[config.mk]
export PLATFORM = sky130hd
export DESIGN_NAME = spi_fl_arb
export DESIGN_NICKNAME = d
export VERILOG_FILES = /design/src/rtl/spi_fl_arb.sv
export SDC_FILE = /design/constraint.sdc
export NUM_CORES = 1
export LEC_CHECK = 0
export ABC_AREA = 1
export CORE_UTILIZATION = 39
export DETAILED_ROUTE_END_ITERATION = 7
export MAX_ROUTING_LAYER = met4
export PLACE_DENSITY = 0.81
export SYNTH_ARGS = -nofsm -noshare
export SYNTH_HDL_FRONTEND = slang
export SYNTH_SLANG_ARGS = --single-unit
[constraint.sdc]
create_clock -name clk -period 1.9 [get_ports clk]
set_clock_uncertainty 0.2 [all_clocks]
set_input_delay 0.475 -clock clk [delete_from_list [all_inputs] [get_ports clk]]
set_output_delay 0.475 -clock clk [all_outputs]
set_load 0.05 [all_outputs]
[src/rtl/spi_fl_arb.sv]
// spi_fl_arb: two-port round-robin arbiter and sequencer in front of a
// single spi_master_fl. It grants one requester, latches its command into
// the fl_* registers, pulses fl_validflag once the master is ready, waits
// for completion (watchdog-guarded), then returns data to the owner.
// Optional feature: define SPI_FL_ARB_WREN_EN to auto-insert a WREN (8'h06)
// command before page program / sector erase / block erase / chip erase.
module spi_fl_arb #(
  parameter int         TIMEOUT       = 4096,
  parameter logic [2:0] CMD_ONLY_TYPE = 3'b000
) (
  input  logic        clk,
  input  logic        rst,
  input  logic        req0_valid,
  output logic        req0_ready,
  input  logic [7:0]  req0_cmd,
  input  logic [23:0] req0_addr,
  input  logic [2:0]  req0_type,
  input  logic [31:0] req0_wdata,
  input  logic        req1_valid,
  output logic        req1_ready,
  input  logic [7:0]  req1_cmd,
  input  logic [23:0] req1_addr,
  input  logic [2:0]  req1_type,
  input  logic [31:0] req1_wdata,
  output logic        rsp0_valid,
  output logic        rsp1_valid,
  output logic [31:0] rsp_data,
  output logic        rsp_err,
  output logic [7:0]  fl_command,
  output logic [23:0] fl_address,
  output logic [2:0]  fl_commtype,
  output logic [31:0] fl_data_in,
  output logic        fl_validflag,
  input  logic [31:0] fl_data_out,
  input  logic        fl_validflag_out,
  input  logic        fl_tready
);

  localparam int CW = (TIMEOUT > 1) ? $clog2(TIMEOUT) : 1;

`ifdef SPI_FL_ARB_WREN_EN
  typedef enum logic [2:0] {IDLE, ISSUE, WAIT, WREN_ISSUE, WREN_WAIT} state_t;
`else
  typedef enum logic [1:0] {IDLE, ISSUE, WAIT} state_t;
`endif

  state_t        state_q, state_d;
  logic          last_q, last_d;     // 1: port 1 was granted last
  logic          owner_q, owner_d;   // port currently holding the master
  logic [CW-1:0] cnt_q, cnt_d;
  logic          rdy0_q, rdy0_d, rdy1_q, rdy1_d;
  logic          vf_q, vf_d;
  logic          rv0_q, rv0_d, rv1_q, rv1_d;
  logic [31:0]   rdata_q, rdata_d;
  logic          rerr_q, rerr_d;
  logic [7:0]    cmd_q, cmd_d;
  logic [23:0]   addr_q, addr_d;
  logic [2:0]    type_q, type_d;
  logic [31:0]   wdata_q, wdata_d;
  logic          sel;                // winning port in IDLE
  logic          tmo;

`ifdef SPI_FL_ARB_WREN_EN
  logic [7:0] sav_cmd_q, sav_cmd_d;
  logic [2:0] sav_type_q, sav_type_d;

  function automatic logic needs_wren(input logic [7:0] c);
    return (c == 8'h02) || (c == 8'h20) || (c == 8'hD8) || (c == 8'hC7);
  endfunction
`else
  logic [2:0] unused_cmd_only;
  assign unused_cmd_only = CMD_ONLY_TYPE;
`endif

  // Port 1 wins when it is alone, or on a tie when port 0 was granted last.
  assign sel = req1_valid && (!req0_valid || !last_q);
  assign tmo = (cnt_q == CW'(TIMEOUT - 1));

  // Next-state and output decode; pulses default low, everything else holds.
  always_comb begin
    state_d = state_q;
    last_d  = last_q;
    owner_d = owner_q;
    cnt_d   = cnt_q;
    rdy0_d  = 1'b0;
    rdy1_d  = 1'b0;
    vf_d    = 1'b0;
    rv0_d   = 1'b0;
    rv1_d   = 1'b0;
    rdata_d = rdata_q;
    rerr_d  = rerr_q;
    cmd_d   = cmd_q;
    addr_d  = addr_q;
    type_d  = type_q;
    wdata_d = wdata_q;
`ifdef SPI_FL_ARB_WREN_EN
    sav_cmd_d  = sav_cmd_q;
    sav_type_d = sav_type_q;
`endif
    case (state_q)
      IDLE: begin
        if (req0_valid || req1_valid) begin
          rdy0_d  = !sel;
          rdy1_d  = sel;
          last_d  = sel;
          owner_d = sel;
          cmd_d   = sel ? req1_cmd   : req0_cmd;
          addr_d  = sel ? req1_addr  : req0_addr;
          type_d  = sel ? req1_type  : req0_type;
          wdata_d = sel ? req1_wdata : req0_wdata;
          state_d = ISSUE;
`ifdef SPI_FL_ARB_WREN_EN
          if (needs_wren(cmd_d)) begin
            sav_cmd_d  = cmd_d;
            sav_type_d = type_d;
            cmd_d      = 8'h06;
            type_d     = CMD_ONLY_TYPE;
            state_d    = WREN_ISSUE;
          end
`endif
        end
      end
      ISSUE: begin
        if (fl_tready) begin
          vf_d    = 1'b1;
          cnt_d   = '0;
          state_d = WAIT;
        end
      end
      WAIT: begin
        if (fl_validflag_out) begin
          rv0_d   = !owner_q;
          rv1_d   = owner_q;
          rdata_d = fl_data_out;
          rerr_d  = 1'b0;
          state_d = IDLE;
        end else if (tmo) begin
          rv0_d   = !owner_q;
          rv1_d   = owner_q;
          rdata_d = '0;
          rerr_d  = 1'b1;
          state_d = IDLE;
        end else begin
          cnt_d = cnt_q + CW'(1);
        end
      end
`ifdef SPI_FL_ARB_WREN_EN
      WREN_ISSUE: begin
        if (fl_tready) begin
          vf_d    = 1'b1;
          cnt_d   = '0;
          state_d = WREN_WAIT;
        end
      end
      WREN_WAIT: begin
        // WREN completion is silent; restore the real command and issue it.
        if (fl_validflag_out) begin
          cmd_d   = sav_cmd_q;
          type_d  = sav_type_q;
          state_d = ISSUE;
        end else if (tmo) begin
          rv0_d   = !owner_q;
          rv1_d   = owner_q;
          rdata_d = '0;
          rerr_d  = 1'b1;
          state_d = IDLE;
        end else begin
          cnt_d = cnt_q + CW'(1);
        end
      end
`endif
      default: state_d = IDLE;
    endcase
  end

  // State and output registers; reset aborts any transaction silently.
  always_ff @(posedge clk) begin
    if (rst) begin
      state_q <= IDLE;
      last_q  <= 1'b1;
      owner_q <= 1'b0;
      cnt_q   <= '0;
      rdy0_q  <= 1'b0;
      rdy1_q  <= 1'b0;
      vf_q    <= 1'b0;
      rv0_q   <= 1'b0;
      rv1_q   <= 1'b0;
      rdata_q <= '0;
      rerr_q  <= 1'b0;
      cmd_q   <= '0;
      addr_q  <= '0;
      type_q  <= '0;
      wdata_q <= '0;
`ifdef SPI_FL_ARB_WREN_EN
      sav_cmd_q  <= '0;
      sav_type_q <= '0;
`endif
    end else begin
      state_q <= state_d;
      last_q  <= last_d;
      owner_q <= owner_d;
      cnt_q   <= cnt_d;
      rdy0_q  <= rdy0_d;
      rdy1_q  <= rdy1_d;
      vf_q    <= vf_d;
      rv0_q   <= rv0_d;
      rv1_q   <= rv1_d;
      rdata_q <= rdata_d;
      rerr_q  <= rerr_d;
      cmd_q   <= cmd_d;
      addr_q  <= addr_d;
      type_q  <= type_d;
      wdata_q <= wdata_d;
`ifdef SPI_FL_ARB_WREN_EN
      sav_cmd_q  <= sav_cmd_d;
      sav_type_q <= sav_type_d;
`endif
    end
  end

  assign req0_ready   = rdy0_q;
  assign req1_ready   = rdy1_q;
  assign rsp0_valid   = rv0_q;
  assign rsp1_valid   = rv1_q;
  assign rsp_data     = rdata_q;
  assign rsp_err      = rerr_q;
  assign fl_command   = cmd_q;
  assign fl_address   = addr_q;
  assign fl_commtype  = type_q;
  assign fl_data_in   = wdata_q;
  assign fl_validflag = vf_q;

endmodule
# After elaboration in Yosys (flattened, before gate mapping)

Cells that the tools add are included.

Register bits: 121
Output and inout port bits: 105
Input port bits: 172

Mux-type cells: 22
Equality and inequality tests: 8
Bitwise gates (word level): 4
Reductions and logical operators: 17
Add/sub/neg operators: 1

Operators by type and width:

| cell                                          | count |
|---|---|
| 2-to-1 mux 32 bit                             | 3 |
| 2-to-1 mux 12 bit                             | 3 |
| 2-to-1 mux 24 bit                             | 1 |
| case mux 12 bit (2 select lines)              | 1 |
| adder 12 x 1 -> 12 bit, second input constant | 1 |
| == test 12 bit, second input constant         | 1 |
| 2-to-1 mux 2 bit                              | 4 |
| 2-to-1 mux 8 bit                              | 1 |
| inequality test 2 bit, second input constant  | 4 |
| 2-to-1 mux 1 bit                              | 7 |
| case mux 2 bit (3 select lines)               | 1 |
| logical NOT 1 bit                             | 4 |
| inverter 1 bit                                | 4 |
| AND reduction 2 bit                           | 2 |
| AND reduction 4 bit                           | 1 |
| nonzero test 2 bit                            | 2 |
| OR reduction 2 bit                            | 2 |
| 2-to-1 mux 3 bit                              | 1 |
| inequality test 3 bit, second input constant  | 1 |
| AND reduction 3 bit                           | 1 |
| OR reduction 3 bit                            | 1 |
| == test 2 x 1 -> 1 bit, second input constant | 1 |
| == test 2 bit, second input constant          | 1 |
| logical NOT 2 bit                             | 1 |
| 2 further kinds                               | 3 |

# Depth between registers and ports, before layout

Gate-level depths: netlist of run 1.

Depth after elaboration: 4
Mapped depth: 10
Depth with buffers taken out: 9

# Worst setup path after synthesis of run 1

OpenSTA, ideal clock, no wires.

Path type: reg-to-reg
Start point: register cnt_q[0]
End point: register rdata_q[23] (netlist: rsp_data[23])
Library setup time: 0.132 ns
Path slack: 0.332 ns
Arrival time: 1.235 ns
Stages on the path, launching flop included: 10
Required time: 1.568 ns
Cells stage by stage: dfxtp_1 > ha_1 > nand2_1 > nor2_4 > nand3_2 > nand2_2 > nand2_4 > buf_6 > nand2_1 > a21oi_1

Cells in the longest elaborated chain, start to end: 3

Ends and longest elaborated chain:

| what                                 | line | source |
|---|---|---|
| start: declaration                   | 50   | `logic [CW-1:0] cnt_q, cnt_d;` |
| start signal: assignment             | 202  | `cnt_q <= cnt_d;` |
| == test 12 bit                       | 77   | `assign tmo = (cnt_q == CW'(TIMEOUT - 1));` |
| nonzero test 2 bit (no source line)  | -    |  |
| AND reduction 2 bit (no source line) | -    |  |
| end signal: assignment               | 208  | `rdata_q <= rdata_d;` |
| end: declaration                     | 54   | `logic [31:0] rdata_q, rdata_d;` |

No other way between the ends.
A chain may end at the register's enable or synchronous reset.

# Worst setup path in the final report of run 1

Start point: register cnt_q[0]
End point: register rdata_q[6] (netlist: rsp_data[6])

Same word-level chain as after synthesis.

==> results of run 1 <==
## area by class of cell
class	count	area (sq um)
sequential	121	2422
fill	967	3351
tap	172	215.2
timing repair buffer	305	3706
inverter	20	77.57
clock buffer	26	499.2
multi-input combinational	487	2308
clock inverter	3	40.04
## placed cells by master (no fill, tap or decap), types with 2 or more instances in the layout
cell type        count
a21oi_1             46
a31oi_1             67
buf_12              79
buf_4               55
clkbuf_1             5
clkbuf_16           17
clkbuf_8             4
clkdlybuf4s50_1    171
clkinv_2             2
dfxtp_1            121
inv_1               15
inv_2                4
nand2_1            210
nand2_2              4
nand3_1             53
nand3_2              2
nor2_1              21
nor2_4               3
nor3_1               3
o21ai_0             59
o21ai_1             10
o21bai_1             2
## layer usage
metal | share of wire, % | GRT usage (%) | wire length (microns)
met5 | 0 | - | 0
met4 | 2.6 | 11.37 | 445
met3 | 11 | 10.77 | 1820
met2 | 50 | 44.64 | 8415
met1 | 37 | 25.84 | 6218
## path summary, 6_finish.rpt
path,to,slack (ns),cells after the start
min reg2reg,rsp_data[13]$_SDFFE_PP0P_,0.26,2
max,rsp_data[6]$_SDFFE_PP0P_,0.16,9
max reg2reg,rsp_data[6]$_SDFFE_PP0P_,0.16,9
min,rsp_data[13]$_SDFFE_PP0P_,0.26,2
## timing repair
action,in CTS,in global routing
setup endpoints to repair,0,2
gates resized for setup,0,1
hold endpoints to repair,0,0
## worst min-delay path, cell delays in order (launching register included)
cell     delay (ns)
dfxtp_1        0.30
nand2_1        0.06
a21oi_1        0.05
## registers in the layout, summed over array words and instances (netlist names)
register and count:
cnt_q 12, fl_address 24, fl_command 8, fl_commtype 3, fl_data_in 32, fl_validflag 1
last_q 1, owner_q 1, req0_ready 1, req1_ready 1, rsp0_valid 1, rsp1_valid 1
rsp_data 32, rsp_err 1, state_q 2
## kinds of logic after synthesis
family | share of synthesized area, %
flip-flops | 47.81
AO/OA/AOI/OAI | 20.10
buffers and inverters | 6.718
adder cells (fa/ha/maj) | 0.2469
AND/OR/NAND/NOR | 25.12
## report_power, final
part	total [mW]	internal, mW	leakage, nW	switching [mW]
Combinational	2.37	1.12	2.40	1.25
Clock	2.95	1.91	0.266	1.04
Sequential	2.94	2.75	0.994	0.186
==> reports/qor.txt, run 1 <==
Dpl ws: -0.2237 ns
Post-CTS Hold Buffers: 0
Estimated wirelength of the detail-placed design: 12.54 mm
Die area: 13450 sq um
Most frequent cell after synthesis: nand2_1
Post-synthesis net count: 854
Top achievable clock speed: 575.5 MHz
CP most frequent cell: nand2_1
Critical path data arrival time: 1.81 ns
DR pass1 iterations: 6
CTS root buffer: clkbuf_16
Synth-to-Final Area Change: 82.96%
Crit Path Max Fanout: 24
CTS Buffer Depth: 2
Inst Count DP: 1105
Largest area contributor in the synthesized netlist: dfxtp_1
Hold path startpoint: rsp_data[13]$_SDFFE_PP0P_
Clock Latency Late Sink: 0.41 ns
TritonCTS clock tree: done
Setup crit start kind: register
Initial Utilization: 40.14%
Total core area: 12620 sq um
Slew headroom: 78.89%
Share of the synthesized area in the top cell type: 47.81%
Crit path max-delay family: simple AND/OR/NAND/NOR gates
Ys Warns: 0
Avg Synthesized Cell Area: 7.439 sq um
Post-CTS Setup Repair Bufs: 0
I/O pins: 277
DRC: 0
Worst path max stage delay: 0.37 ns
DR iter-0 viols: 338
Layout Cells excl Fill: 1134
CP Cell Sequence: ha_2 > nand2_1 > nor2_4 > nand3_2 > nand2_2 > nand2_4 > buf_12 > nand2_1 > a21oi_1
Critical Path RT: 1.98 ns
WL/cell: 14.90 microns
Vias in the first global route: 5492
Port Buffers: 276
Post-route cell area: 9269 sq um
MaxCap Viol Count: 0
TritonCTS buffer count: 17
Worst path bufs/invs: 1
# clock sinks: 121
Period utilization: 91.46%
Gr ovfl total: 0
Register bit total from synthesis: 121
First-pass GRT wire length: 26.19 mm
CP startpoint: cnt_q[0]$_SDFFE_PP0P_
Initial antenna violation count: 0
Worst setup EP type: register
Layout cells sized above 1: 18.30%
Antenna cell count: 0
Via Count: 5749
Tmin final: 1.738 ns
Power Density: 891.3 nW/um^2
Min-delay worst type: register to register
Final setup TNS: 0 ns
Die height: 116.0 microns
Seq/Total Area, Yosys: 47.81%
Global Route Usage Sum: 26.03%
Slew of the pin with the lowest slew margin: 0.3142 ns
Horiz. Die Dim: 116.0 microns
Pin count of the biggest net entering global routing: 55
Worst path slowest cell: dfxtp_1
Total power: 8.262 mW
Syn Std Cell Area: 5066 sq um
Setup-violating endpoint count in the final report: 0
Nets@finish: 1125
RR Startpoint: cnt_q[0]$_SDFFE_PP0P_
Syn Inst Count: 681
Top cells by count, synth: nand2_1, dfxtp_1, a31oi_1
Worst VDD drop: 0.0005973 V
Number of cell rows: 41
Ranking of synthesized cells by area: dfxtp_1, nand2_1, a31oi_1
Clk slew on worst S/H paths: 0.05 ns
Finished Core Util: 73.45%
Final worst slack: 0.1623 ns
Vias/cell: 5.070
Worst hold slack: 0.2589 ns
Ys flop type: dfxtp_1
Total routed wirelength: 16.90 mm
Post-DRT Antenna Nets: 0
Crit path kind: register to register
Post-synth EDFFs: 0
Final Max Slew Viols: 0
RSZ-0062 raised after global routing: false
Outcome: completed
Post-synth ARST share: 0%
Routability cong.: 0.8688
Leakage: 3.658 nW
Maximum level of the CTS H-tree: 4
Final hold viol count: 0
Placement Cell Area: 8727 sq um
Count of different cell masters after synthesis: 27
Note: power is estimated with default switching activity, not from simulation.
==> run 2, diff against run 1 <==
--- a/config.mk
+++ b/config.mk
@@ -10,6 +10,7 @@
 export DETAILED_ROUTE_END_ITERATION = 7
 export MAX_ROUTING_LAYER = met4
 export PLACE_DENSITY = 0.81
+export SKIP_LAST_GASP = 1
 export SYNTH_ARGS = -nofsm -noshare
 export SYNTH_HDL_FRONTEND = slang
 export SYNTH_SLANG_ARGS = --single-unit
==> results of run 2 <==
Same layout as run 1: the final DEF is identical, and so are final timing and power.
